[src/rtl/im_boot_loader.sv]
// Instruction-memory port sequencer: CPU fetch pass-through, or UART boot load of a
// little-endian image (16-bit word count, then 4 bytes per word). Optional: IM_LOAD_CHKSUM_EN.
module im_boot_loader #(
  parameter int          DEPTH   = 1024,
  parameter logic [23:0] TIMEOUT = 24'd5000000
) (
  input  logic        clk,
  input  logic        rst,
  input  logic        ld_start,
  input  logic        rx_rdy,
  input  logic [7:0]  rx_data,
  output logic        clr_rx_rdy,
  input  logic [13:0] cpu_addr,
  input  logic        cpu_rd_en,
  output logic [13:0] im_addr,
  output logic        im_rd_en,
  output logic        im_wr_en,
  output logic [31:0] im_wdata,
  output logic        cpu_stall,
  output logic        load_done,
  output logic        load_err
);

  typedef enum logic [2:0] {
    S_IDLE,
    S_HDR,
    S_DATA,
    S_WR,
`ifdef IM_LOAD_CHKSUM_EN
    S_CHK,
`endif
    S_DONE,
    S_ERR
  } state_t;

  localparam logic [16:0] LP_DEPTH = 17'(DEPTH);

  state_t      r_state, w_state_n;
  logic        r_clr;
  logic [1:0]  r_bcnt;
  logic [7:0]  r_hdr_lo;
  logic [15:0] r_n;
  logic [13:0] r_wptr;
  logic [23:0] r_tmo;
  logic [31:0] r_wdata;
  logic        r_done, r_err;
  logic        w_rx_state, w_take, w_tmo, w_last, w_bad_n;
  logic [15:0] w_n;
`ifdef IM_LOAD_CHKSUM_EN
  logic [7:0]  r_xor;
`endif

  // A byte is taken only once per rx_rdy assertion; r_clr masks the cycle the ack is out.
`ifdef IM_LOAD_CHKSUM_EN
  assign w_rx_state = (r_state == S_HDR) || (r_state == S_DATA) || (r_state == S_CHK);
`else
  assign w_rx_state = (r_state == S_HDR) || (r_state == S_DATA);
`endif
  assign w_take  = w_rx_state && rx_rdy && !r_clr;
  assign w_tmo   = w_rx_state && !w_take && (r_tmo == TIMEOUT - 24'd1);
  assign w_n     = {rx_data, r_hdr_lo};
  assign w_bad_n = (w_n == 16'd0) || ({1'b0, w_n} > LP_DEPTH);
  assign w_last  = ({2'b00, r_wptr} == r_n - 16'd1);

  always_comb begin
    w_state_n = r_state;
    case (r_state)
      S_IDLE: if (ld_start) w_state_n = S_HDR;
      S_HDR: begin
        if (w_tmo) w_state_n = S_ERR;
        else if (w_take && r_bcnt == 2'd1) w_state_n = w_bad_n ? S_ERR : S_DATA;
      end
      S_DATA: begin
        if (w_tmo) w_state_n = S_ERR;
        else if (w_take && r_bcnt == 2'd3) w_state_n = S_WR;
      end
      S_WR: begin
`ifdef IM_LOAD_CHKSUM_EN
        w_state_n = w_last ? S_CHK : S_DATA;
`else
        w_state_n = w_last ? S_DONE : S_DATA;
`endif
      end
`ifdef IM_LOAD_CHKSUM_EN
      S_CHK: begin
        if (w_tmo) w_state_n = S_ERR;
        else if (w_take) w_state_n = (rx_data == r_xor) ? S_DONE : S_ERR;
      end
`endif
      S_DONE:  w_state_n = S_IDLE;
      S_ERR:   w_state_n = S_IDLE;
      default: w_state_n = S_IDLE;
    endcase
  end

  always_ff @(posedge clk or posedge rst) begin
    if (rst) begin
      r_state  <= S_IDLE;
      r_clr    <= 1'b0;
      r_bcnt   <= 2'd0;
      r_hdr_lo <= 8'd0;
      r_n      <= 16'd0;
      r_wptr   <= 14'd0;
      r_tmo    <= 24'd0;
      r_wdata  <= 32'd0;
      r_done   <= 1'b0;
      r_err    <= 1'b0;
    end else begin
      r_state <= w_state_n;
      r_clr   <= w_take;
      if (r_state == S_IDLE) begin
        r_bcnt <= 2'd0;
        r_wptr <= 14'd0;
      end else if (w_take) begin
        r_bcnt <= (r_state == S_HDR && r_bcnt == 2'd1) ? 2'd0 : r_bcnt + 2'd1;
      end
      if (w_take && r_state == S_HDR && r_bcnt == 2'd0) r_hdr_lo <= rx_data;
      if (w_take && r_state == S_HDR && r_bcnt == 2'd1) r_n <= w_n;
      if (w_take && r_state == S_DATA) r_wdata[{r_bcnt, 3'b000} +: 8] <= rx_data;
      if (r_state == S_WR) r_wptr <= r_wptr + 14'd1;
      r_tmo <= (!w_rx_state || w_take) ? 24'd0 : r_tmo + 24'd1;
      // Status flags are set as DONE/ERR is entered so they are visible in that cycle.
      if (r_state == S_IDLE && ld_start) begin
        r_done <= 1'b0;
        r_err  <= 1'b0;
      end else begin
        if (w_state_n == S_DONE) r_done <= 1'b1;
        if (w_state_n == S_ERR)  r_err  <= 1'b1;
      end
    end
  end

`ifdef IM_LOAD_CHKSUM_EN
  always_ff @(posedge clk or posedge rst) begin
    if (rst) begin
      r_xor <= 8'd0;
    end else if (r_state == S_IDLE) begin
      r_xor <= 8'd0;
    end else if (w_take && (r_state == S_HDR || r_state == S_DATA)) begin
      r_xor <= r_xor ^ rx_data;
    end
  end
`endif

  assign clr_rx_rdy = r_clr;
  assign im_addr    = (r_state == S_IDLE) ? cpu_addr : r_wptr;
  assign im_rd_en   = (r_state == S_IDLE) ? cpu_rd_en : 1'b0;
  assign im_wr_en   = (r_state == S_WR);
  assign im_wdata   = r_wdata;
  assign cpu_stall  = !((r_state == S_IDLE) || (r_state == S_DONE) || (r_state == S_ERR));
  assign load_done  = r_done;
  assign load_err   = r_err;

endmodule

[config.mk]
export PLATFORM = sky130hd
export DESIGN_NAME = im_boot_loader
export DESIGN_NICKNAME = d
export VERILOG_FILES = /design/src/rtl/im_boot_loader.sv
export SDC_FILE = /design/constraint.sdc
export NUM_CORES = 1
export LEC_CHECK = 0
export ABC_CLOCK_PERIOD_IN_PS = 10900
export CAP_MARGIN = 10
export CORE_MARGIN = 1.5
export CORE_UTILIZATION = 40
export DETAILED_ROUTE_END_ITERATION = 10
export DONT_BUFFER_PORTS = 1
export PLACE_DENSITY_LB_ADDON = 0.25
export SYNTH_ARGS = -nofsm -noshare
export SYNTH_HDL_FRONTEND = slang
export SYNTH_SLANG_ARGS = --single-unit
[constraint.sdc]
create_clock -name clk -period 10.9 [get_ports clk]
set_clock_uncertainty 0.2 [all_clocks]
set_input_delay 2.18 -clock clk [delete_from_list [all_inputs] [get_ports clk]]
set_output_delay 2.18 -clock clk [all_outputs]
set_load 0.02 [all_outputs]
After elaboration in Yosys (flattened, before gate mapping)

Cells that the tools add are included.

Add/subtract/negate cells: 5
$lt $le $gt $ge: 1
Eq/ne operators: 11
Shifts and indexed selects: 2
Multiplexer cells: 21
Reductions and logical operators: 28

Operators by type and width:

| kind                                                             | number |
|---|---|
| two-way mux 14 bit                                               | 3 |
| bitwise mux 32 bit                                               | 1 |
| variable shift 8 x 7 -> 32 bit (first input constant)            | 1 |
| indexed part select 8 x 7 -> 32 bit                              | 1 |
| adder 24 x 1 -> 24 bit (second input constant)                   | 1 |
| == test 24 x 23 -> 1 bit (second input constant)                 | 1 |
| two-way mux 24 bit                                               | 1 |
| two-way mux 3 bit                                                | 7 |
| == test 14 x 16 -> 1 bit                                         | 1 |
| greater-than comparator 16 x 11 -> 1 bit (second input constant) | 1 |
| zero test 16 bit                                                 | 1 |
| subtractor 16 x 1 -> 16 bit (second input constant)              | 1 |
| adder 14 x 1 -> 14 bit (second input constant)                   | 1 |
| == test 3 bit (second input constant)                            | 4 |
| logical AND 1 bit                                                | 12 |
| case mux 3 bit (4 select lines)                                  | 1 |
| nonzero test 2 bit                                               | 4 |
| negation 5 -> 7 bit                                              | 1 |
| == test 3 x 2 -> 1 bit (second input constant)                   | 2 |
| two-way mux 2 bit                                                | 3 |
| logical OR 1 bit                                                 | 5 |
| two-way mux 1 bit                                                | 5 |
| zero test 1 bit                                                  | 4 |
| == test 3 x 1 -> 1 bit (second input constant)                   | 1 |
| 5 further kinds                                                  | 5 |

Flip-flop bits (word level): 102
Input port bits: 27
Output and inout port bits: 52

Longest topological paths before layout

Word-level depth: 12
Mapped depth: 8

Worst setup path before layout

OpenSTA, ideal clock, no wires.

Path kind: input to output
From: input cpu_addr[13]
To: output im_addr[13]
Arrival: 2.397 ns
Required time: 8.520 ns
Slack: 6.123 ns
Stages on the path: 2
Path buffers: 0
Cell sequence: nand2_1 -> nand2_1

Cells in the longest elaborated chain, start to end: 1

RTL lines:

| element            | RTL line | source |
|---|---|---|
| start, declared    | 13       | `input logic [13:0] cpu_addr,` |
| two-way mux 14 bit | 146      | `assign im_addr = (r_state == S_IDLE) ? cpu_addr : r_wptr;` |
| end, declared      | 15       | `output logic [13:0] im_addr,` |

Every way passes these cells.

Final worst setup path

From: input cpu_addr[4]
To: output im_addr[4]

Same word-level chain as after synthesis.

==> metrics.cfg <==
[cells_and_area]
syn_to_final_growth_pct=8.30
fin_area_sq_um=5700
final_cell_mix=nand2_1, dfrtp_1, nor2_1, o21ai_0, mux2_2
final_common_cell=nand2_1
nNetsFinal=600
antenna_cells=0
stdcell_count=741
drive_gt1_share_pct=8.79
utilization_pct=44.8

[critical_path]
critPathMostFrequentCell=nand2_1
critPathSlowestCell=nand2_1
crit_chain=nand2_1 > nand2_1
path_buf_inv=0
endpoint_kind=output port
slowest_delay_ps=200
cp_data_arrival_time_ps=2410
criticalPathCategory=in -> out
r2r_end=r_state[1]
reg2reg_slack_ps=7950
critPathRequiredTime_ps=8520
cp-start-kind=input port
r2r.worst_path.cells=8
cp_max_fo=1
r2r_start=r_n[0]
cpLargestDelayFamily=simple AND/OR/NAND/NOR gates

[clock_tree]
cts_tree=done
cts_setup_buffers=0
postCtsResizedCells=0
cts.htree.levels=3
clk_pin_slew_ps=70
holdBufCountCts=0
clk_latency_ps=350
cts_buffers=9
cts.sinks=102
root_buffer=clkbuf_16
cts_buffer_depth=2

[timing]
grt_setup_unrepaired=no
fin_ws_ps=6110
tns_ps=0
slew_viol_final=0
finalHoldViolCount=0
period_minus_slack_ps=4790
post-route-period-util_pct=43.9
slew_headroom_pct=36.1
max_freq_mhz=209
setup_viol=0
worst_pin_slew_ps=956

[floorplanning]
die_area_sq_um=13900
core-area_sq_um=12700
die_h_um=118
num_rows=41
die_x_um=118
ios=79
initial_core_util_pct=41.4

[global_routing]
grt_max_degree=54
grt_pass1_vias=3813
track_usage_pct=18.0
grt_antenna_before_repair=0
grt-ovfl-total=0
grt_pass1_wl_um=20000

[detailed_routing]
drt_iter0_drc=228
vias=3947
antenna_left=0
drt-total-wl_um=11900
vias_per_cell=5.33
drc=0
wire_per_inst_um=16.0
first_pass_iters=4

[yosys]
synthArstFlopShare_pct=100
synth_ff_type=dfrtp_1
ys_seq_elements=102
avgSynthCellArea_sq_um=9.23
synth_cell_types=50
yosys_warnings=0
syn-num-nets=606
syn-instance-count=570
synth_edf_count=0
synthesis.area_sq_um=5260
ys_seq_area_share_pct=48.5

[place]
routabilityCongestion=0.827
dp_cells=724
post-dp-hpwl_um=8460
post_dp_cell_area_sq_um=5420
post-place-ws_ps=6090
io_buffers=0

[hold_path]
holdPathEnd=r_tmo[0]
hp-class=reg -> reg
worst_hold_startpoint=r_tmo[0]
min_path_cells=1

[run_status]
status=completed

[pwr]
ir_worst_vdd_uv=119
power_density_nw_per_um2=221
leakage_nw=2.43

[flow_run]
drv_cap=0

## worst max path at each step
stage | start | to | slack [ps] | cells past startpoint
after global placement | cpu_addr[7] | im_addr[7] | 6090 | 2
final | cpu_addr[4] | im_addr[4] | 6110 | 2
after CTS | cpu_addr[5] | im_addr[5] | 6090 | 2
after global routing | cpu_addr[12] | im_addr[12] | 6070 | 2
after floorplan | rst | clr_rx_rdy | 5840 | 1
after detailed placement | cpu_addr[13] | im_addr[13] | 6090 | 2
## kinds of logic after synthesis
group	synth area share [%]
and+or+nand+nor	25.4
adders and majority gates	2.14
AOI/OAI and AO/OA	8.20
muxes	7.06
xor gates and xnor gates	6.32
DFF	48.5
buffers and inverters	2.35
## per-stage QoR
step	hold WS, ps	power (mW)
final	250	1.26
after floorplan	224	0.875
after global placement	235	0.953
after global routing	299	1.35
after CTS	254	1.27
after detailed placement	244	0.968
## layer usage
layer,wire length (um),vias up,global-route usage [%]
li1,-,1937,-
met1,5160,1910,22.8
met2,5810,91,29.2
met3,729,9,5.81
met4,163,0,5.56
met5,0,-,0
## layout make-up
class	instances	area, sq um
tap	172	215
clock buffer	12	236
sequential	102	2550
clock inverter	4	30.0
fill	1275	7020
inverter	14	55.1
timing repair buffer	2	18.8
multi-input combinational	435	2590
## sequential cells by signal, indices dropped and copies added (netlist names)
register and cells:
r_hdr_lo 8, im_wdata 32, load_done 1, r_state 3
r_wptr 14, load_err 1, r_n 16, r_tmo 24
r_bcnt 2, clr_rx_rdy 1
## synthesized netlist by cell type (all sizes together) (3+ instances only)
library cell | number | area share [%]
and3 | 7 | 0.83
nand4 | 9 | 1.1
ha | 9 | 2.1
or3 | 9 | 1.1
inv | 13 | 0.93
dfrtp | 102 | 48
nor2 | 44 | 3.1
and2 | 7 | 0.83
nor2b | 5 | 0.59
nand3b | 3 | 0.43
nand3 | 20 | 1.9
nor4 | 7 | 1.2
nor3b | 4 | 0.57
mux2 | 25 | 5.3
o21ai | 49 | 4.7
nand2b | 6 | 0.71
clkbuf | 19 | 1.4
xnor2 | 17 | 2.8
xor2 | 21 | 3.5
a31oi | 5 | 0.59
mux2i | 9 | 1.7
nand2 | 134 | 9.6
nor3 | 12 | 1.2
a21oi | 8 | 0.76
## power breakdown
| group | leakage (nW) | switching, mW | internal [mW] |
|---|---|---|---|
| clock network | 0.128 | 0.140 | 0.156 |
| registers | 1.37 | 0.101 | 0.444 |
| logic | 0.937 | 0.241 | 0.175 |
(Power assumes the default switching activity.)
==> RTL change 1: new RTL, same flow settings <==
Encoding of `state_t`: now one-hot (6 bits for 6 states).
--- a/src/rtl/im_boot_loader.sv
+++ b/src/rtl/im_boot_loader.sv
@@ -21,16 +21,16 @@
   output logic        load_err
 );
 
-  typedef enum logic [2:0] {
-    S_IDLE,
-    S_HDR,
-    S_DATA,
-    S_WR,
+  typedef enum logic [5:0] {
+    S_IDLE = 6'b000001,
+    S_HDR  = 6'b000010,
+    S_DATA = 6'b000100,
+    S_WR   = 6'b001000,
 `ifdef IM_LOAD_CHKSUM_EN
     S_CHK,
 `endif
-    S_DONE,
-    S_ERR
+    S_DONE = 6'b010000,
+    S_ERR  = 6'b100000
   } state_t;
 
   localparam logic [16:0] LP_DEPTH = 17'(DEPTH);
Behaviour: no difference found for any inputs over 10 cycles, from zero or initial values and one cycle with rst high; not proved beyond that.
==> RTL change 1 against the original RTL <==
Die area grew 0.72%. Synthesized area grew 0.74%. Sequential cell count grew 3. Total power shrank 16%. Design area grew 0.37%. Cell count grew 0.54%. Setup slack lost 0.067 ns. Routed wire length grew 2.6%. Sequential power shrank 11%. Combinational power shrank 33%. Critical endpoint is now im_addr[6]. Largest power group unchanged. Highest routed layer unchanged.
==> RTL change 1: results (changes against the original RTL) <==
vias in the first global route=3996 (was 3813); R2R Path Start=r_n[0] (unchanged); DP HPWL=8833 um (was 8463 um); Main synth FF type=dfrtp_1 (unchanged); initial antenna violation count=0 (unchanged); Static Leakage=2.553 nW (was 2.432 nW); placed cell areas=5460 um2 (was 5423 um2); largest net degree at the start of global routing=78 (was 54); met1 usage=25.16% (was 22.81%); ys async rst share=100.0% (unchanged); H-tree level count=3 (unchanged); Iter 0 DRT Violations=196 (was 228); Reg2Reg Depth=9 (was 8); DR pass1 iterations=6 (was 4); clk slew on worst S/H paths=0.07 ns (about the same); # diodes=0 (unchanged); Clk Latency, worst-skew pair=0.34 ns; overall global routing resource usage=18.55% (was 17.97%); endpoint type of the worst setup path=output port (unchanged); global-route wire length before repair=20730 um (was 19960 um); IO Port Bufs=0 (unchanged); r2r endpoint=load_done (was r_state[1]); Synth area leaders=dfrtp_1, nand2_1, xor2_1 (was dfrtp_1, nand2_1, mux2_2); Worst Path Arrival=2.48 ns (was 2.41 ns); worst vdd ir=77.34 uV (was 119.4 uV); Synth warnings=0 (unchanged); Largest register FFs=32 (unchanged); Critical path origin=cpu_addr[6] (was cpu_addr[4]); Clock Tree Root=clkbuf_16 (unchanged); # resized after CTS=0 (unchanged); Routed Wire Length=12180 um (was 11870 um); Worst setup endpoint=im_addr[6] (was im_addr[4]); delay-heaviest family, CP=compound AO/OA/AOI/OAI gates (was simple AND/OR/NAND/NOR gates); GR met3 Demand/Resource=5.116% (was 5.814%); worst slew pin tran=0.9716 ns (was 0.9563 ns); share of layout cells above drive strength 1=6.806% (was 8.787%); Hold Path Depth=1 (unchanged); Worst R2R Setup Slack=8.30 ns (was 7.95 ns); worst-case clock buffer depth=2 (unchanged); post-DR vias/cell=5.341 (was 5.327); Hold Path End=r_tmo[0] (unchanged); # Post-CTS Setup Buffers=0 (unchanged); synth unique cells=50 (unchanged); status=completed (unchanged); Max-Cap Viols=0 (unchanged); most common library cells after synthesis=nand2_1, dfrtp_1, nor2_1 (unchanged); Hold WC Path Type=flop to flop (unchanged); CP max stage cell=o21ai_0 (was nand2_1); worst-path maximum fanout=1 (unchanged); sequential area share after synthesis=49.58% (was 48.49%); GR Util met2=29.11% (was 29.20%); hold_sp=r_tmo[0] (unchanged); gpl congestion=0.7950 (was 0.8268); Syn Nets=608 (was 606); total CTS buffers=9 (unchanged); Crit path largest cell delay=0.27 ns (was 0.20 ns)
RTL change 1: cell types whose count changed in the layout (fill, tap and decap cells not counted), sizes merged, moves of 3 or more:
cell   change
nand2      +3
xor2       +5
xnor2      +4
or3        -8
mux2       -3
a31oi      -5
and3       +6
and2       -4
o21ai      +4
nand3     +11
mux2i      -5
RTL change 1: power by group:
part / internal (mW) / total (mW) / switching [mW]
registers: 0.431 / 0.483 / 0.0513
clock network: 0.158 / 0.293 / 0.135
logic: 0.0982 / 0.279 / 0.181
total: 0.688 / 1.05 / 0.367
RTL change 1: kinds of logic after synthesis:
kind of cell / synth area share (%)
simple gates: 25.44
flops: 49.58
compound gates: 7.716
xor+xnor: 7.763
buf+inv: 2.194
mux: 5.427
fa+ha+maj: 1.888
RTL change 1: layer usage:
layer	wire length, um	vias up
met3	690	9
met4	134	0
met2	5635	79
met1	5716	1944
met5	0	-
li1	-	1947
RTL change 1: layout make-up:
cell class	count	area [um2]
well taps	172	215.2
multi-input cells	440	2557
clock inverters	3	18.77
repair buffers	1	7.507
inverters	13	51.30
clock buffers	11	242.7
fillers	1280	7052
flip-flops and latches	105	2629
RTL change 1: through the flow:
step	hold slack, ns	util [%]	instances	setup WS, ns
6_report	0.3191	44.79	745	6.043
5_1_grt	0.3639	44.79	745	6.015
4_1_cts	0.3179	44.79	745	6.038
3_5_place_dp	0.3090	42.75	731	6.038
3_3_place_gp	0.3074	42.75	731	6.036
2_1_floorplan	0.2646	-	573	5.761
==> RTL change 2: new RTL, same flow settings <==
Without the edit above. Build with the macro `IM_LOAD_CHKSUM_EN` defined.
--- a/src/rtl/im_boot_loader.sv
+++ b/src/rtl/im_boot_loader.sv
@@ -1,5 +1,7 @@
 // Instruction-memory port sequencer: CPU fetch pass-through, or UART boot load of a
 // little-endian image (16-bit word count, then 4 bytes per word). Optional: IM_LOAD_CHKSUM_EN.
+`define IM_LOAD_CHKSUM_EN
+
 module im_boot_loader #(
   parameter int          DEPTH   = 1024,
   parameter logic [23:0] TIMEOUT = 24'd5000000
Behaviour: same outputs for any inputs over 10 cycles, from zero or initial values and one cycle with rst high; that may be too few to reach the edited logic, so the function may still have changed.
==> RTL change 2 against the original RTL <==
Synthesized area grew 12%. Clock power grew 14%. Setup slack lost 0.081 ns. Worst hold slack gained 0.028 ns. Design area grew 10%. Cell count grew 12%. Sequential cell count grew 8. Routed wire length grew 18%. Total power grew 21%. Non-clock buffer count grew 1. Fmax shrank 1.7%. Highest routed layer unchanged.
==> RTL change 2: results (changes against the original RTL) <==
status=completed (unchanged); nonclk buf count=3 (was 2); Fillers=1392 (was 1275); CP max stage cell=mux2_2 (was nand2_1); hold_sp=r_tmo[0] (unchanged); Seq. cell area=2753 um2 (was 2552 um2); sequential area share after synthesis=46.81% (was 48.49%); delay-heaviest family, CP=multiplexers (was simple AND/OR/NAND/NOR gates); largest net degree at the start of global routing=61 (was 54); post-synthesis cell count=663 (was 570); clock buffers=13 (was 12); dpl ws=6.029 ns (was 6.087 ns); Crit path largest cell delay=0.31 ns (was 0.20 ns); comb_multi_in=504 (was 435); Clock-cell share=4.812% (was 4.675%); chip width=124.3 um (was 117.7 um); Routed Wire Length=13970 um (was 11870 um); area of the multi-input gates=2937 um2 (was 2592 um2); R2R Path Start=r_state[0] (was r_n[0]); Hold WC Path Type=flop to flop (unchanged); gpl congestion=0.8159 (was 0.8268); DP HPWL=9609 um (was 8463 um); Total Nets Final=676 (was 600); Inverters=12 (was 14); clk slew on worst S/H paths=0.07 ns (about the same); share of layout cells above drive strength 1=8.372% (was 8.787%); routed vias=4621 (was 3947); H-tree level count=3 (unchanged); sequential fraction of total cell area=43.75% (was 44.78%); worst-case clock buffer depth=2 (unchanged); Iter 0 DRT Violations=335 (was 228); ys async rst share=100.0% (unchanged); Net Switching=0.6238 mW (was 0.4822 mW); Synth Register Bits=110 (was 102); placed cell areas=5989 um2 (was 5423 um2); Syn Nets=699 (was 606); post-DR vias/cell=5.574 (was 5.327); Largest register FFs=32 (unchanged); most common library cells after synthesis=nand2_1, dfrtp_1, o21ai_0 (was nand2_1, dfrtp_1, nor2_1); Hold Path Depth=1 (unchanged); Hold Path End=r_tmo[0] (unchanged); DP Cell Count=813 (was 724); Static Leakage=2.662 nW (was 2.432 nW); # diodes=0 (unchanged); overall global routing resource usage=18.44% (was 17.97%); vias in the first global route=4524 (was 3813); worst vdd ir=129.5 uV (was 119.4 uV); WHS=0.2789 ns (was 0.2504 ns); Worst R2R Setup Slack=7.75 ns (was 7.95 ns); r2r endpoint=load_err (was r_state[1]); initial antenna violation count=0 (unchanged); synth unique cells=57 (was 50); global-route wire length before repair=23200 um (was 19960 um); Main synth FF type=dfrtp_1 (unchanged); buffering overhead=0.3579% (was 0.3292%); Rel. slew slack=29.08% (was 36.11%); Synth area leaders=dfrtp_1, nand2_1, o21ai_0 (was dfrtp_1, nand2_1, mux2_2)
## RTL change 2: cell count changes in the layout (fill, tap and decap cells not counted), moves of 4 or more
cell,change
o21ai_0,+53
o21ai_1,-19
nand2_1,+14
a21oi_1,+11
dfrtp_1,+8
xor2_1,+8
mux2i_1,-7
and2_1,-5
and3_1,+4
mux2_2,-4
nor2_1,-4
nor4_1,+4
## RTL change 2: metal layers
metal  GRT usage [%]  vias to the layer above  share of wire (%)
met5               0                        -                  0
met4           5.477                        0                1.6
met3           5.455                       20                5.4
met2           29.54                      103                 48
met1           24.19                     2254                 45
li1                -                     2244                  -
## RTL change 2: worst max path at each step
stage | depth (start not counted) | slack, ns | startpoint | end
after floorplan | 1 | 5.62 | rst | clr_rx_rdy
after global placement | 1 | 6.03 | cpu_addr[0] | im_addr[0]
after detailed placement | 1 | 6.03 | cpu_addr[4] | im_addr[4]
after CTS | 1 | 6.03 | cpu_addr[4] | im_addr[4]
after global routing | 1 | 6.02 | cpu_addr[4] | im_addr[4]
final | 1 | 6.03 | cpu_addr[4] | im_addr[4]
## RTL change 2: power by group through the flow
stage | Clock (mW) | Sequential (mW) | Combinational (mW)
final | 0.338 | 0.627 | 0.557
after global placement | 0 | 0.632 | 0.538
after global routing | 0.361 | 0.644 | 0.624
after CTS | 0.350 | 0.628 | 0.560
after floorplan | 0 | 0.592 | 0.483
after detailed placement | 0 | 0.636 | 0.555
## RTL change 2: kinds of logic (layout without fill, tap and decap cells)
group	count (synthesis)	count (layout)	synth area share (%)
flip-flops	110	110	46.81
AND/OR/NAND/NOR	297	297	24.23
AO/OA/AOI/OAI	129	129	12.40
adder cells (fa/ha/maj)	9	9	1.915
multiplexers	23	23	4.362
buffers and inverters	49	31	3.425
XOR/XNOR	46	46	6.851
